### src/rtl/tlb_pkg.sv
// rtl/tlb_pkg.sv - field widths, entry layout and sweep states for the pipelined TLB
package tlb_pkg;

   localparam int VPN2_W = 19;
   localparam int ASID_W = 8;
   localparam int PFN_W  = 20;
   localparam int C_W    = 3;

   typedef struct packed {
      logic [VPN2_W-1:0] vpn2;
      logic [ASID_W-1:0] asid;
      logic              g;
      logic [PFN_W-1:0]  pfn0;
      logic [C_W-1:0]    c0;
      logic              d0;
      logic              v0;
      logic [PFN_W-1:0]  pfn1;
      logic [C_W-1:0]    c1;
      logic              d1;
      logic              v1;
   } tlb_entry_t;

   typedef enum logic {
      SW_IDLE,
      SW_SWEEP
   } sweep_state_t;

endpackage

### src/rtl/tlb_match.sv
// rtl/tlb_match.sv - one registered search port: match, lowest-index priority, page select
// Multi-hit detection exists only when TLB_MULTI_HIT_EN is defined.
module tlb_match
   import tlb_pkg::*;
#(
   parameter int  TLBNUM = 16,
   localparam int IW     = $clog2(TLBNUM)
) (
   input  logic                    clk,
   input  logic                    resetn,
   input  tlb_entry_t [TLBNUM-1:0] entries,
   input  logic                    req,
   input  logic [VPN2_W-1:0]       vpn2,
   input  logic                    odd,
   input  logic [ASID_W-1:0]       asid,
   output logic                    rvalid,
   output logic                    found,
   output logic                    multi,
   output logic [IW-1:0]           index,
   output logic [PFN_W-1:0]        pfn,
   output logic [C_W-1:0]          c,
   output logic                    d,
   output logic                    v
);

   logic [TLBNUM-1:0] match;
   logic              hit;
   logic [IW-1:0]     hit_idx;
   tlb_entry_t        sel;
   logic              multi_n;

   always_comb begin
      match = '0;
      for (int i = 0; i < TLBNUM; i++)
         match[i] = (entries[i].vpn2 == vpn2) && ((entries[i].asid == asid) || entries[i].g);
   end

   // Descending scan so the lowest matching index is the one left standing.
   always_comb begin
      hit     = 1'b0;
      hit_idx = '0;
      for (int i = TLBNUM - 1; i >= 0; i--) begin
         if (match[i]) begin
            hit     = 1'b1;
            hit_idx = IW'(i);
         end
      end
   end

   assign sel = entries[hit_idx];

`ifdef TLB_MULTI_HIT_EN
   assign multi_n = ($countones(match) > 1);
`else
   assign multi_n = 1'b0;
`endif

   always_ff @(posedge clk) begin
      if (!resetn) begin
         rvalid <= 1'b0;
         found  <= 1'b0;
         multi  <= 1'b0;
         index  <= '0;
         pfn    <= '0;
         c      <= '0;
         d      <= 1'b0;
         v      <= 1'b0;
      end else begin
         rvalid <= req;
         if (req) begin
            found <= hit;
            multi <= multi_n;
            index <= hit_idx;
            pfn   <= !hit ? '0   : (odd ? sel.pfn1 : sel.pfn0);
            c     <= !hit ? '0   : (odd ? sel.c1   : sel.c0);
            d     <= !hit ? 1'b0 : (odd ? sel.d1   : sel.d0);
            v     <= !hit ? 1'b0 : (odd ? sel.v1   : sel.v0);
         end
      end
   end

endmodule

### src/rtl/tlb_pipe.sv
// rtl/tlb_pipe.sv - pipelined TLB: NPORT search ports, read port, random-index write, invalidation sweep
// Optional multi-hit reporting under TLB_MULTI_HIT_EN.
module tlb_pipe
   import tlb_pkg::*;
#(
   parameter int  TLBNUM = 16,
   parameter int  NPORT  = 2,
   localparam int IW     = $clog2(TLBNUM)
) (
   input  logic                      clk,
   input  logic                      resetn,
   input  logic [NPORT-1:0]          s_req,
   input  logic [NPORT*VPN2_W-1:0]   s_vpn2,
   input  logic [NPORT-1:0]          s_odd,
   input  logic [NPORT*ASID_W-1:0]   s_asid,
   output logic [NPORT-1:0]          s_rvalid,
   output logic [NPORT-1:0]          s_found,
   output logic [NPORT-1:0]          s_multi,
   output logic [NPORT*IW-1:0]       s_index,
   output logic [NPORT*PFN_W-1:0]    s_pfn,
   output logic [NPORT*C_W-1:0]      s_c,
   output logic [NPORT-1:0]          s_d,
   output logic [NPORT-1:0]          s_v,
   input  logic                      we,
   input  logic                      w_random,
   input  logic [IW-1:0]             w_index,
   input  logic [VPN2_W-1:0]         w_vpn2,
   input  logic [ASID_W-1:0]         w_asid,
   input  logic                      w_g,
   input  logic [PFN_W-1:0]          w_pfn0,
   input  logic [C_W-1:0]            w_c0,
   input  logic                      w_d0,
   input  logic                      w_v0,
   input  logic [PFN_W-1:0]          w_pfn1,
   input  logic [C_W-1:0]            w_c1,
   input  logic                      w_d1,
   input  logic                      w_v1,
   input  logic [IW-1:0]             wired,
   output logic [IW-1:0]             random,
   input  logic                      r_req,
   input  logic [IW-1:0]             r_index,
   output logic                      r_valid,
   output logic [VPN2_W-1:0]         r_vpn2,
   output logic [ASID_W-1:0]         r_asid,
   output logic                      r_g,
   output logic [PFN_W-1:0]          r_pfn0,
   output logic [C_W-1:0]            r_c0,
   output logic                      r_d0,
   output logic                      r_v0,
   output logic [PFN_W-1:0]          r_pfn1,
   output logic [C_W-1:0]            r_c1,
   output logic                      r_d1,
   output logic                      r_v1,
   input  logic                      inv_req,
   input  logic                      inv_all,
   input  logic [ASID_W-1:0]         inv_asid,
   output logic                      inv_busy
);

   tlb_entry_t [TLBNUM-1:0] tlb_q;
   tlb_entry_t              w_entry;
   tlb_entry_t              r_entry_q;
   logic [IW-1:0]           random_q;
   logic [IW-1:0]           w_idx;
   sweep_state_t            sw_state, sw_next;
   logic [IW-1:0]           sw_cnt;
   logic [ASID_W-1:0]       sw_asid;
   logic                    sw_all;
   logic                    sw_clear;

   assign w_entry = '{vpn2: w_vpn2, asid: w_asid, g: w_g,
                      pfn0: w_pfn0, c0: w_c0, d0: w_d0, v0: w_v0,
                      pfn1: w_pfn1, c1: w_c1, d1: w_d1, v1: w_v1};
   assign w_idx    = w_random ? random_q : w_index;
   assign sw_clear = (sw_state == SW_SWEEP) &&
                     (sw_all || (!tlb_q[sw_cnt].g && (tlb_q[sw_cnt].asid == sw_asid)));

   // Only the valid bits are reset; the write is applied after the sweep clear so it wins.
   always_ff @(posedge clk) begin
      if (!resetn) begin
         for (int i = 0; i < TLBNUM; i++) begin
            tlb_q[i].v0 <= 1'b0;
            tlb_q[i].v1 <= 1'b0;
         end
      end else begin
         if (sw_clear) begin
            tlb_q[sw_cnt].v0 <= 1'b0;
            tlb_q[sw_cnt].v1 <= 1'b0;
         end
         if (we)
            tlb_q[w_idx] <= w_entry;
      end
   end

   always_ff @(posedge clk) begin
      if (!resetn)
         random_q <= IW'(TLBNUM - 1);
      else
         random_q <= (random_q <= wired) ? IW'(TLBNUM - 1) : random_q - 1'b1;
   end

   assign random = random_q;

   always_comb begin
      sw_next = sw_state;
      case (sw_state)
         SW_IDLE:  if (inv_req) sw_next = SW_SWEEP;
         SW_SWEEP: if (sw_cnt == IW'(TLBNUM - 1)) sw_next = SW_IDLE;
         default:  sw_next = SW_IDLE;
      endcase
   end

   always_ff @(posedge clk) begin
      if (!resetn) begin
         sw_state <= SW_IDLE;
         sw_cnt   <= '0;
         sw_asid  <= '0;
         sw_all   <= 1'b0;
      end else begin
         sw_state <= sw_next;
         if (sw_state == SW_IDLE && inv_req) begin
            sw_cnt  <= '0;
            sw_asid <= inv_asid;
            sw_all  <= inv_all;
         end else if (sw_state == SW_SWEEP) begin
            sw_cnt <= sw_cnt + 1'b1;
         end
      end
   end

   assign inv_busy = (sw_state == SW_SWEEP);

   always_ff @(posedge clk) begin
      if (!resetn) begin
         r_valid   <= 1'b0;
         r_entry_q <= '0;
      end else begin
         r_valid <= r_req;
         if (r_req)
            r_entry_q <= tlb_q[r_index];
      end
   end

   assign r_vpn2 = r_entry_q.vpn2;
   assign r_asid = r_entry_q.asid;
   assign r_g    = r_entry_q.g;
   assign r_pfn0 = r_entry_q.pfn0;
   assign r_c0   = r_entry_q.c0;
   assign r_d0   = r_entry_q.d0;
   assign r_v0   = r_entry_q.v0;
   assign r_pfn1 = r_entry_q.pfn1;
   assign r_c1   = r_entry_q.c1;
   assign r_d1   = r_entry_q.d1;
   assign r_v1   = r_entry_q.v1;

   for (genvar p = 0; p < NPORT; p++) begin : g_port
      tlb_match #(.TLBNUM(TLBNUM)) u_match (
         .clk    (clk),
         .resetn (resetn),
         .entries(tlb_q),
         .req    (s_req[p]),
         .vpn2   (s_vpn2[p*VPN2_W +: VPN2_W]),
         .odd    (s_odd[p]),
         .asid   (s_asid[p*ASID_W +: ASID_W]),
         .rvalid (s_rvalid[p]),
         .found  (s_found[p]),
         .multi  (s_multi[p]),
         .index  (s_index[p*IW +: IW]),
         .pfn    (s_pfn[p*PFN_W +: PFN_W]),
         .c      (s_c[p*C_W +: C_W]),
         .d      (s_d[p]),
         .v      (s_v[p])
      );
   end

endmodule

### config.mk
export PLATFORM = sky130hd
export DESIGN_NAME = tlb_pipe
export DESIGN_NICKNAME = d
export VERILOG_FILES = /design/src/rtl/tlb_pkg.sv /design/src/rtl/tlb_match.sv /design/src/rtl/tlb_pipe.sv
export SDC_FILE = /design/constraint.sdc
export NUM_CORES = 2
export LEC_CHECK = 0
export ABC_AREA = 0
export BUFFER_PORTS_ARGS = -buffer_cell sky130_fd_sc_hd__buf_2
export CELL_PAD_IN_SITES_DETAIL_PLACEMENT = 1
export CELL_PAD_IN_SITES_GLOBAL_PLACEMENT = 1
export CORE_AREA = 2 2 398 400
export CTS_CLUSTER_SIZE = 16
export DETAILED_ROUTE_END_ITERATION = 10
export DIE_AREA = 0 0 400 402
export HOLD_SLACK_MARGIN = 0.12
export PLACE_DENSITY_LB_ADDON = 0.05
export SYNTH_ARGS = -nofsm -noshare
export SYNTH_HDL_FRONTEND = slang
export SYNTH_HIERARCHICAL = 1
export SYNTH_SLANG_ARGS = --single-unit
### constraint.sdc
create_clock -name clk -period 9.85 [get_ports clk]
set_input_delay 0.4925 -clock clk [delete_from_list [all_inputs] [get_ports clk]]
set_output_delay 0.4925 -clock clk [all_outputs]
set_load 0.02 [all_outputs]
### After elaboration in Yosys (flattened, before gate mapping)

Index checks and enable logic that the tools add are counted.

| word-level totals | value |
|---|---|
| register bits after elaboration | 1407 |
| bits of input ports | 163 |
| output and inout port bits | 148 |
| word-level logic and storage cells | 462 |

| operators by class | value |
|---|---|
| add/subtract/negate cells | 2 |
| $lt $le $gt $ge | 8 |
| eq/ne operators | 66 |
| mux-type cells | 104 |
| bitwise gates (word level) | 2 |
| reduce and logical (&&, ||, !) cells | 73 |

Operator list:

| kind | count |
|---|---|
| $bwmux W1248 | 3 |
| $mux W1248 | 3 |
| $bmux W78 S4 | 4 |
| $demux W78 S4 | 3 |
| $eq A19 B19 Y1 | 32 |
| $eq A8 B8 Y1 | 33 |
| $mux W78 | 2 |
| $mux W4 | 33 |
| $mux W50 | 2 |
| $mux W20 | 4 |
| $mux W59 | 1 |
| $mux W1 | 43 |
| $logic_and A1 B1 Y1 | 37 |
| $logic_or A1 B1 Y1 | 33 |
| $mux W26 | 1 |
| $lt A4 B5 Y1 const B | 5 |
| $mux W3 | 4 |
| $ge A4 B1 Y1 const B | 2 |
| $add A4 B1 Y4 const B | 1 |
| $eq A4 B4 Y1 const B | 1 |
| $le A4 B4 Y1 | 1 |
| $reduce_or A2 Y1 | 2 |
| $sub A4 B1 Y4 const B | 1 |
| $not A1 Y1 | 2 |
| other kinds (2) | 2 |

### Depth between registers and ports, before layout

| depth | value |
|---|---|
| depth after elaboration | 23 |
| gate-level depth with buffers | 18 |
| gate-level depth less buffers | 11 |

### By module

Netlist, hierarchy kept.

Modules (own cells, without submodules):

| module | instances | cells each | area an instance (µm²) | sequential area each (µm²) |
|---|---|---|---|---|
| tlb_pipe | 1 | 3812 | 61103.6 | 39097.5 |
| tlb_match | 2 | 1912 | 12916.1 | 620.6 |

### Worst setup path before layout

OpenSTA, ideal clock, no wires.

| path | value |
|---|---|
| kind | input to register |
| start point | in w_random |
| end point | reg tlb_q[157] (netlist name) (enable) |
| setup time | 0.442 ns |
| arrival | 3.550 ns |
| data required time | 9.408 ns |
| setup slack | 5.858 ns |
| stages | 7 |
| path buffers | 2 |
| cells stage by stage | clkbuf_1 nand2_1 o32ai_1 nand2_1 nor2_1 clkbuf_1 and2_1 |

RTL lines:

| item | RTL line | RTL |
|---|---|---|
| start, declared | tlb_pipe.sv:25 | `input logic w_random,` |
| end signal, assigned by index | tlb_pipe.sv:91 | `tlb_q[w_idx] <= w_entry;` |
| end, declared | tlb_pipe.sv:60 | `tlb_entry_t [TLBNUM-1:0] tlb_q;` |

### Worst setup path in the final report

| path | value |
|---|---|
| start point | reg tlb_q[777] (netlist name) |
| end point | reg g_port[0].u_match.pfn[12] |

| between the ends | value |
|---|---|
| cells in the longest elaborated chain, start to end | 16 |
| elaborated cells on any way between the ends | 26 |

Ends and longest elaborated chain:

| item | RTL line | RTL |
|---|---|---|
| $eq A19 B19 Y1 (*) | tlb_match.sv:35 | `match[i] = (entries[i].vpn2 == vpn2) && ((entries[i].asid == asid) \|\| entries[i].g);` |
| $logic_and A1 B1 Y1 (*) | tlb_match.sv:35 |  |
| $mux W4 (10 in a row) | tlb_match.sv:43 | `if (match[i]) begin` |
| $bmux W78 S4 | tlb_match.sv:50 | `assign sel = entries[hit_idx];` |
| $mux W50 (implied by the code) | tlb_match.sv:50 |  |
| $mux W20 | tlb_match.sv:74 | `pfn <= !hit ? '0 : (odd ? sel.pfn1 : sel.pfn0);` |
| $mux W20 (*) | tlb_match.sv:74 |  |
| end signal, assigned | tlb_match.sv:74 |  |
| end, declared | tlb_match.sv:20 | `output logic [PFN_W-1:0] pfn,` |

Mark *: on every way between the ends. The rest lies on a longest branch, timed or not. The select of a mux whose other input is x is not followed.
A chain may end at the register's enable or synchronous reset.

==> key figures <==
Yosys
  – Register bit total from synthesis: 1,407
  – Syn avg cell area: 11.4 µm²
  – Synth top area cells: edfxtp_1 (42%), mux4_2 (11%), and2_1 (8.9%), xor2_1 (7.8%), mux2i_1 (5.0%)
  – Synth async-reset ratio: 0%
  – Syn_nets: 7,808
  – Commonest register cell after synthesis: edfxtp_1
  – Syn Std Cell Area: 0.0869 mm²
  – Post-Syn Instances: 7,636
  – Post-synth EDFFs: 1,216
  – Ys Warns: 6
  – Synth top area share: 42.0%
  – Library cells used by synthesis: 67
  – Yosys top cell by area: edfxtp_1
  – Sequential fraction of the synthesis area: 46.4%

Setup path
  – CP startpoint kind: flip-flop
  – Req. time, crit path: 10,540 ps
  – Most used cell, CP: o211ai_1
  – Critical Path Start: tlb_q[777]
  – Max stage delay on crit path: 950 ps
  – Worst Path Max Fanout: 54
  – Arr. time, crit path: 7190 ps
  – WP buf/inv: 1
  – FF-to-FF Start: tlb_q[777]
  – Crit path max-delay family: simple AND/OR/NAND/NOR gates
  – CP max stage cell: a31o_4
  – Kind of critical path: flip-flop to flip-flop
  – Critical-path cell list: xor2_1 > nor4_1 > nand4_1 > nor3_1 > o211ai_1 > o41a_1 > nand2_1 > a31o_4 > buf_4 > nand3_1 > a22oi_1 > o211ai_1
  – Critical path endpoint category: flip-flop

Die
  – Initial Util: 55.3%
  – DIE AREA: 0.161 mm²
  – Site row count: 146
  – I/O pins: 311
  – Die W: 400 µm
  – Die height: 402 µm
  – Core area: 0.157 mm²

CTS
  – Clk buf depth: 3
  – Post-CTS Setup Inserts: 0
  – CTS tree: built
  – CTS Root Cell: clkbuf_16
  – Total CTS buffers: 161
  – H-tree Lvls: 4
  – Clock latency on the worst-skew pair: 860 ps
  – CTS-repair resized insts: 0
  – Register clock-pin slew on the reported worst setup and hold paths: 60 ps
  – TritonCTS Sinks: 1,407

Global routing
  – Initial antenna violation count: 64
  – GR Overflow Total: 0
  – Most used routing layer: met2
  – Largest net degree at the start of global routing: 132
  – Global-route wire length before repair: 558,000 µm
  – Vias in the first global route: 72,300
  – Met1 GRT Util: 66.0%
  – Met3 usage: 17.4%
  – Met2 Usage GRT: 70.4%
  – Gr usage total: 49.3%

STA
  – Slew HR: 3.06%
  – Post-layout min period: 6500 ps
  – Final WS setup: 3350 ps
  – Clock Skew: 39.3 ps
  – Worst slew pin tran: 1440 ps
  – Hold Violations, Final: 0
  – FMAX: 0.154 GHz
  – RSZ-0062 raised after global routing: false
  – Final period util: 66.0%
  – Pins Over Slew Limit: 0
  – Final setup violation count: 0
  – Setup TNS: 0 ps
  – Final Hold Slack: 108 ps

Cells and area
  – Nets: 7,703
  – Most common cell after layout, fill and taps aside: and2_1
  – Area grow syn2layout: 9.36%
  – # fillers: 15,800
  – Post-layout util: 60.5%
  – Layout cells sized above 1: 15.3%
  – Most frequent cells in the layout: and2_1 (1,223), edfxtp_1 (1,216), nand2_1 (942)

Placed design
  – Gpl congestion: 0.964
  – HPWL Detailed: 246,000 µm
  – Buffers added on ports: 308
  – Place WS: 3270 ps

Outcome
  – Outcome: complete, no violations

Power
  – Power density over the cells: 147 mW/mm²
  – Leakage: 34.1 nW
  – Peak supply drop: 0.207 mV

Detailed routing
  – Drt via density: 7.56
  – WL/cell: 41.2 µm
  – Post-Route WL: 403,000 µm
  – Pre-antenna DRT Iters: 6
  – DRC errors left: 0
  – DR vias: 73,900
  – Initial drt markers: 14,100
  – Final ANT Viol Nets: 0

Flow run
  – Max_cap viols: 0

Hold path
  – Beginning of the worst hold path: resetn
  – Worst hold path type: input pin to flip-flop
## worst paths after layout
path / endpoint / depth (start not counted) / slack (ps)
worst min-delay path: sw_asid[3] / 2 / 110
worst min register to register: random[0] / 1 / 450
worst max-delay path: g_port[0].u_match/pfn[12] / 12 / 3350
worst max register to register: g_port[0].u_match/pfn[12] / 12 / 3350
## metal layers
layer	share of wire, %	vias to the layer above
li1	-	27900
met1	36	37600
met2	42	6884
met3	16	1519
met4	6.2	48
met5	0.088	-
## state kept, by name, indices dropped and copies added (netlist names), 2 cells and up
signal                 flops
tlb_q                   1248
g_port.u_match/pfn        40
r_pfn0                    20
r_pfn1                    20
r_vpn2                    19
g_port.u_match/index       8
r_asid                     8
sw_asid                    8
g_port.u_match/c           6
random                     4
sw_cnt                     4
r_c0                       3
r_c1                       3
g_port.u_match/d           2
g_port.u_match/found       2
g_port.u_match/rvalid      2
g_port.u_match/v           2
## repair_timing
action                                 CTS  global route
hold buffers                            30             0
setup endpoints to repair                0             0
endpoints found under the hold margin  181             0
## cell usage after synthesis (52+ instances only)
cell,instances
nor4_1,210
a31oi_1,52
nand2_1,942
o211ai_1,54
a221oi_1,151
nand4_1,79
mux4_2,424
nand3_1,245
xnor2_1,101
clkbuf_1,435
nor2b_1,90
a211oi_1,58
xor2_1,773
and2_1,1239
mux2i_1,430
a32oi_1,101
buf_2,215
a21oi_1,153
edfxtp_1,1216
dfxtp_1,191
a22oi_1,109
## report_power, final
| group | internal, W | switching (W) | total, W | leakage [nW] |
|---|---|---|---|---|
| sequential | 0.00646 | 0.0000604 | 0.00652 | 14.0 |
| combinational | 0.000385 | 0.000778 | 0.00116 | 17.4 |
| clock | 0.00361 | 0.00267 | 0.00628 | 2.63 |
## final cells by class
type,count,area (µm²),area share [%]
repair buffers,465,2980,3.14
clock inverters,63,677,0.712
well taps,2072,2590,2.73
diodes,35,87.6,0.0921
clock buffers,237,4700,4.95
multi-input cells,5475,43600,45.9
flip-flops and latches,1407,40300,42.4
inverters,21,78.8,0.0829
## kinds of logic after synthesis
group                    after synthesis  synth area share (%)
AO/OA/AOI/OAI                        797                  6.85
flip-flops                          1407                  46.4
adder cells (fa/ha/maj)                9                 0.130
AND/OR/NAND/NOR                     2937                  18.0
other                                  2               0.00864
XOR/XNOR                             874                  8.81
multiplexers                         856                  16.0
buffers and inverters                754                  3.80
## metrics by stage
stage	instances	power, W	cell area [µm²]
global placement	9410	0.00772	89300
CTS	9740	0.0139	95000
global route	9750	0.0142	95000
floorplan	7636	0.00731	86900
finish	9775	0.0140	95100
detailed placement	9410	0.00775	89300
(Power assumes the default switching activity.)
